[src/rtl/byte_unstriping_2l_pkg.sv]
// Shared PHY receive-path definitions.
// Lane state encoding and common byte constants.
package byte_unstriping_2l_pkg;

  localparam int PHY_DATA_W = 8;

  localparam logic [7:0] COMMA_BYTE = 8'hBC;

  typedef enum logic {
    ST_IDLE = 1'b0,
    ST_RUN  = 1'b1
  } state_t;

endpackage

[src/rtl/byte_unstriping_2l_if.sv]
// Two-lane receive bundle and recombined byte stream.
// The master drives lanes; the slave (unstriper) drives the output side.
interface byte_unstriping_2l_if
  import byte_unstriping_2l_pkg::*;
#(
  parameter int DATA_W = PHY_DATA_W,
  parameter int CNT_W  = 16
);

  logic [DATA_W-1:0] lane0_data;
  logic              lane0_valid;
  logic [DATA_W-1:0] lane1_data;
  logic              lane1_valid;
  logic [DATA_W-1:0] data_out;
  logic              valid_out;
  logic              err_out;
  logic              active;
  logic [CNT_W-1:0]  byte_count;

  modport master (
    output lane0_data,
    output lane0_valid,
    output lane1_data,
    output lane1_valid,
    input  data_out,
    input  valid_out,
    input  err_out,
    input  active,
    input  byte_count
  );

  modport slave (
    input  lane0_data,
    input  lane0_valid,
    input  lane1_data,
    input  lane1_valid,
    output data_out,
    output valid_out,
    output err_out,
    output active,
    output byte_count
  );

endinterface

[src/rtl/byte_unstriping_2l.sv]
// Merges two clk_f byte lanes into one clk_2f byte stream,
// lane0 first, with lane-order error flag and delivered-byte count.
module byte_unstriping_2l
  import byte_unstriping_2l_pkg::*;
#(
  parameter int DATA_W = PHY_DATA_W,
  parameter int CNT_W  = 16
) (
  input  logic clk_2f,
  input  logic reset,
  byte_unstriping_2l_if.slave bus
);

  state_t            state, state_nx;
  logic              phase, phase_nx;
  logic [DATA_W-1:0] hold_d, hold_d_nx;
  logic              hold_v, hold_v_nx;
  logic [DATA_W-1:0] dout, dout_nx;
  logic              vout, vout_nx;
  logic              err, err_nx;
  logic [CNT_W-1:0]  cnt, cnt_nx;
  logic              capture;

  // IDLE and RUN/phase 0 share the same lane sampling step
  assign capture = (state == ST_IDLE) || !phase;

  always_comb begin
    state_nx  = state;
    phase_nx  = phase;
    hold_d_nx = hold_d;
    hold_v_nx = hold_v;
    dout_nx   = '0;
    vout_nx   = 1'b0;
    err_nx    = 1'b0;
    if (capture) begin
      if (bus.lane0_valid) begin
        hold_d_nx = bus.lane1_data;
        hold_v_nx = bus.lane1_valid;
        dout_nx   = bus.lane0_data;
        vout_nx   = 1'b1;
        state_nx  = ST_RUN;
        phase_nx  = 1'b1;
      end else begin
        state_nx  = ST_IDLE;
        phase_nx  = 1'b0;
        err_nx    = bus.lane1_valid;
      end
    end else if (hold_v) begin
      dout_nx  = hold_d;
      vout_nx  = 1'b1;
      phase_nx = 1'b0;
    end else begin
      state_nx = ST_IDLE;
      phase_nx = 1'b0;
    end
    cnt_nx = cnt;
    if (vout_nx && (cnt != '1)) begin
      cnt_nx = cnt + 1'b1;
    end
  end

  always_ff @(posedge clk_2f) begin
    if (!reset) begin
      state  <= ST_IDLE;
      phase  <= 1'b0;
      hold_d <= '0;
      hold_v <= 1'b0;
      dout   <= '0;
      vout   <= 1'b0;
      err    <= 1'b0;
      cnt    <= '0;
    end else begin
      state  <= state_nx;
      phase  <= phase_nx;
      hold_d <= hold_d_nx;
      hold_v <= hold_v_nx;
      dout   <= dout_nx;
      vout   <= vout_nx;
      err    <= err_nx;
      cnt    <= cnt_nx;
    end
  end

  assign bus.data_out   = dout;
  assign bus.valid_out  = vout;
  assign bus.err_out    = err;
  assign bus.active     = (state == ST_RUN);
  assign bus.byte_count = cnt;

endmodule

[src/flat_wrapper.sv]
// flat-port wrapper written by rule: the top's interface ports become plain ports
module byte_unstriping_2l_flat import byte_unstriping_2l_pkg::*;
#(
  parameter int DATA_W = PHY_DATA_W,
  parameter int CNT_W  = 16
)
  (clk_2f, reset, bus_lane0_data, bus_lane0_valid, bus_lane1_data, bus_lane1_valid, bus_data_out, bus_valid_out, bus_err_out, bus_active, bus_byte_count);
  byte_unstriping_2l_if #(.DATA_W(DATA_W), .CNT_W(CNT_W)) bus_i ();
  input  logic clk_2f;
  input  logic reset;
  input wire logic [$bits(bus_i.lane0_data)-1:0] bus_lane0_data;
  input wire logic [$bits(bus_i.lane0_valid)-1:0] bus_lane0_valid;
  input wire logic [$bits(bus_i.lane1_data)-1:0] bus_lane1_data;
  input wire logic [$bits(bus_i.lane1_valid)-1:0] bus_lane1_valid;
  output wire logic [$bits(bus_i.data_out)-1:0] bus_data_out;
  output wire logic [$bits(bus_i.valid_out)-1:0] bus_valid_out;
  output wire logic [$bits(bus_i.err_out)-1:0] bus_err_out;
  output wire logic [$bits(bus_i.active)-1:0] bus_active;
  output wire logic [$bits(bus_i.byte_count)-1:0] bus_byte_count;
  assign bus_i.lane0_data = bus_lane0_data;
  assign bus_i.lane0_valid = bus_lane0_valid;
  assign bus_i.lane1_data = bus_lane1_data;
  assign bus_i.lane1_valid = bus_lane1_valid;
  assign bus_data_out = bus_i.data_out;
  assign bus_valid_out = bus_i.valid_out;
  assign bus_err_out = bus_i.err_out;
  assign bus_active = bus_i.active;
  assign bus_byte_count = bus_i.byte_count;
  byte_unstriping_2l #(.DATA_W(DATA_W), .CNT_W(CNT_W)) u_core (.clk_2f(clk_2f), .reset(reset), .bus(bus_i));
endmodule
[config.mk]
export PLATFORM = sky130hd
export DESIGN_NAME = byte_unstriping_2l_flat
export DESIGN_NICKNAME = d
export VERILOG_FILES = /design/src/rtl/byte_unstriping_2l_pkg.sv /design/src/rtl/byte_unstriping_2l_if.sv /design/src/rtl/byte_unstriping_2l.sv /design/src/flat_wrapper.sv
export SDC_FILE = /design/constraint.sdc
export NUM_CORES = 1
export LEC_CHECK = 0
export ABC_AREA = 1
export CAP_MARGIN = 20
export CORE_MARGIN = 10
export CORE_UTILIZATION = 50
export CTS_CLUSTER_SIZE = 25
export DETAILED_ROUTE_END_ITERATION = 12
export HOLD_SLACK_MARGIN = 0.12
export PLACE_DENSITY_LB_ADDON = 0.08
export SYNTH_ARGS = -nofsm -noshare
export SYNTH_HDL_FRONTEND = slang
export SYNTH_SLANG_ARGS = --single-unit
export TNS_END_PERCENT = 20
[constraint.sdc]
create_clock -name clk_2f -period 2.3 [get_ports clk_2f]
set_input_delay 0.46 -clock clk_2f [delete_from_list [all_inputs] [get_ports clk_2f]]
set_output_delay 0.46 -clock clk_2f [all_outputs]
set_load 0.02 [all_outputs]
==> reports/qor.txt <==
Status - completed
Routed WL per cell - 12.3 µm
Total grt overflow - 0
Pre-Repair DR Iteration Count - 4
Die H - 76.8 µm
Total of max-cap violations - 0
Drt initial violations - 55
Max-slew headroom at the worst pin - 82.8%
Critical path's slowest cell - clkdlybuf4s50_1
Initial antenna violation count - 0
Startpoint types - register
Hold_buf cts - 0
Placed wire-length estimate - 2.83 mm
Syn_nets - 234
Net Switching - 0.302 mW
Cells along the critical path - clkdlybuf4s50_1
Largest net degree at the start of global routing - 26
Critical Path End - bus_byte_count[10]
Skew final - 0.00641 ns
Commonest non-fill, non-tap cell in the layout - nand2_1
CTS buffer count - 5
Combinational share of power - 12.4%
Row cnt - 20
Fin. max-slew vios - 0
Yosys cell types - 21
Worst Setup End Kind - output pin
Worst-path clk slew - 0.11 ns
Area of the mapped netlist - 1610 µm²
Crit path buf inv count - 1
Crit-path max cell delay - 0.67 ns
Layout area overhead - 33.9%
Total GRT Usage - 13.2%
Layout cells sized above 1 - 9.47%
TritonCTS clock tree - yes
Synth warnings - 0
Post-synth top area share - 46.0%
CP arrival - 1.50 ns
IO Pins - 47
Ant. Diodes - 0
Final Critical Period - 1.96 ns
Sw Ratio - 25.9%
Unrepaired setup endpoints after global routing - false
Port bufs - 46
Nets - 284
Drt total wl - 3.78 mm
Worst VDD drop - 426 µV
CP max FO - 6
Fin cells - 308
Crit Path Category - reg -> out
Antenna Violating Nets Remaining - 0
Min Hold Slack - 0.465 ns
Clock Path Buffers - 2
Fin. Hold Viols - 0
Least-Margin Pin Slew - 0.258 ns
Cell Int Power - 0.863 mW
Syn Area/Cell - 7.57 µm²
Setup TNS - 0 ns
R2r setup slk - 0.74 ns
Crit path launch - u_core.bus.byte_count[10]
Leading area contributor after synthesis - dfxtp_1
First-pass GRT wire length - 6.49 mm
PwrDens - 540 nW/µm²
Worst-skew pair later-pin latency - 0.35 ns
Clock Power Share - 29.1%
Leak - 0.824 nW
Register area share after synthesis - 46.0%
#FFs+latches synth - 37
Synth top area cells - dfxtp_1, nand2_1, nor2_1
Core area - 3080 µm²
Top delay family on crit path - buffers and inverters
Period utilization - 85.3%
Inst Count DP - 300
Mapped Cells - 213
Hold Crit Class - reg -> reg
Die footprint - 5890 µm²
Worst reg2reg path endpoint - u_core.bus.byte_count[2]
Crit path depth - 1
RD Place Congestion - 0.847
Clock root buffer - clkbuf_4
Number of H-tree levels - 2
Post-CTS Setup Bufs - 0
DR vias - 1494
Part of the power in registers - 58.5%
Worst Reg-to-Reg Cells - 8
# resized after CTS - 0
# DRC - 0
Max Freq - 0.509 GHz
Worst EP required - 1.84 ns
Vias in the first global route - 1415
Commonest non-fill, non-tap cells in the layout - nand2_1, clkdlybuf4s50_1, nor2_1
Initial Util - 52.4%
Reg2Reg Launch Point - u_core.bus.byte_count[0]
Die width - 76.8 µm
Final number of setup-violating endpoints - 0
# clock sinks - 37
Vias per cell - 4.85
[state kept, by name, indices dropped and copies added, names as in the netlist]
| register | flops |
|---|---|
| u_core.phase | 1 |
| u_core.bus.active | 1 |
| u_core.bus.byte_count | 16 |
| u_core.bus.err_out | 1 |
| u_core.hold_d | 8 |
| u_core.hold_v | 1 |
| u_core.bus.data_out | 8 |
| u_core.bus.valid_out | 1 |
[Yosys cell counts]
| cell type | n |
|---|---|
| nand2_1 | 51 |
| nor2_1 | 42 |
| dfxtp_1 | 37 |
| a21oi_1 | 21 |
| nand3_1 | 13 |
| o21ai_0 | 11 |
| inv_1 | 10 |
| nor2_4 | 8 |
| nor3_1 | 3 |
| buf_2 | 2 |
| buf_6 | 2 |
| nand2_2 | 2 |
| nand2_4 | 2 |
| nand3_2 | 2 |
| clkbuf_1 | 1 |
| ha_1 | 1 |
| nand4_1 | 1 |
| nand4_4 | 1 |
| nor3b_1 | 1 |
| o21ai_2 | 1 |
| or2_2 | 1 |
[cell families after synthesis]
kind of cell	Yosys count	synth area share [%]
flops	37	46.0
compound gates	33	10.5
buf+inv	15	4.58
fa+ha+maj	1	0.776
simple gates	127	38.2
[metal layers]
layer	global-route usage [%]	wire length, µm	up-vias
met3	7.34	350	7
met4	5.39	72	0
met5	0	0	-
li1	-	-	789
met2	20.2	1710	38
met1	14.9	1650	660
[power by group through the flow]
stage	Combinational, mW	Clock (mW)	Sequential (mW)
2_1_floorplan	0.0579	0	0.711
3_3_place_gp	0.145	0	0.695
3_5_place_dp	0.146	0	0.697
4_1_cts	0.147	0.345	0.682
5_1_grt	0.161	0.374	0.685
6_report	0.145	0.339	0.682
[tightest hold or removal path: cells and delay by family (launching register included)]
| family | cells | cell delay, ns |
|---|---|---|
| compound gates | 1 | 0.06 |
| flops | 1 | 0.31 |
| simple gates | 1 | 0.06 |
[how the worst min path moves through the flow]
stage | startpoint | endpoint | slack (ns) | cells after the start
after global routing | u_core.hold_d[2] | u_core.hold_d[2] | 0.49 | 2
after CTS | u_core.hold_d[5] | u_core.hold_d[5] | 0.47 | 2
final | u_core.hold_d[5] | u_core.hold_d[5] | 0.46 | 2
after floorplan | u_core.hold_d[0] | u_core.hold_d[0] | 0.44 | 2
after global placement | u_core.hold_d[3] | u_core.hold_d[3] | 0.45 | 2
after detailed placement | u_core.hold_d[5] | u_core.hold_d[5] | 0.45 | 2
[layout make-up]
type | count | area, µm²
flip-flops and latches | 37 | 741
clock inverters | 1 | 7.51
inverters | 10 | 37.5
repair buffers | 48 | 475
fillers | 268 | 920
clock buffers | 7 | 45.0
multi-input cells | 161 | 797
well taps | 44 | 55.1
[stage by stage]
step	instance area [µm²]	utilization [%]	total power [mW]	worst slack (ns)
after floorplan	1610	-	0.769	0.753
after global placement	2110	68.4	0.841	0.436
after detailed placement	2110	68.4	0.843	0.397
after CTS	2160	70.1	1.17	0.354
after global routing	2160	70.1	1.22	0.312
final	2160	70.1	1.17	0.337
Power figures use the tool's default switching activity.
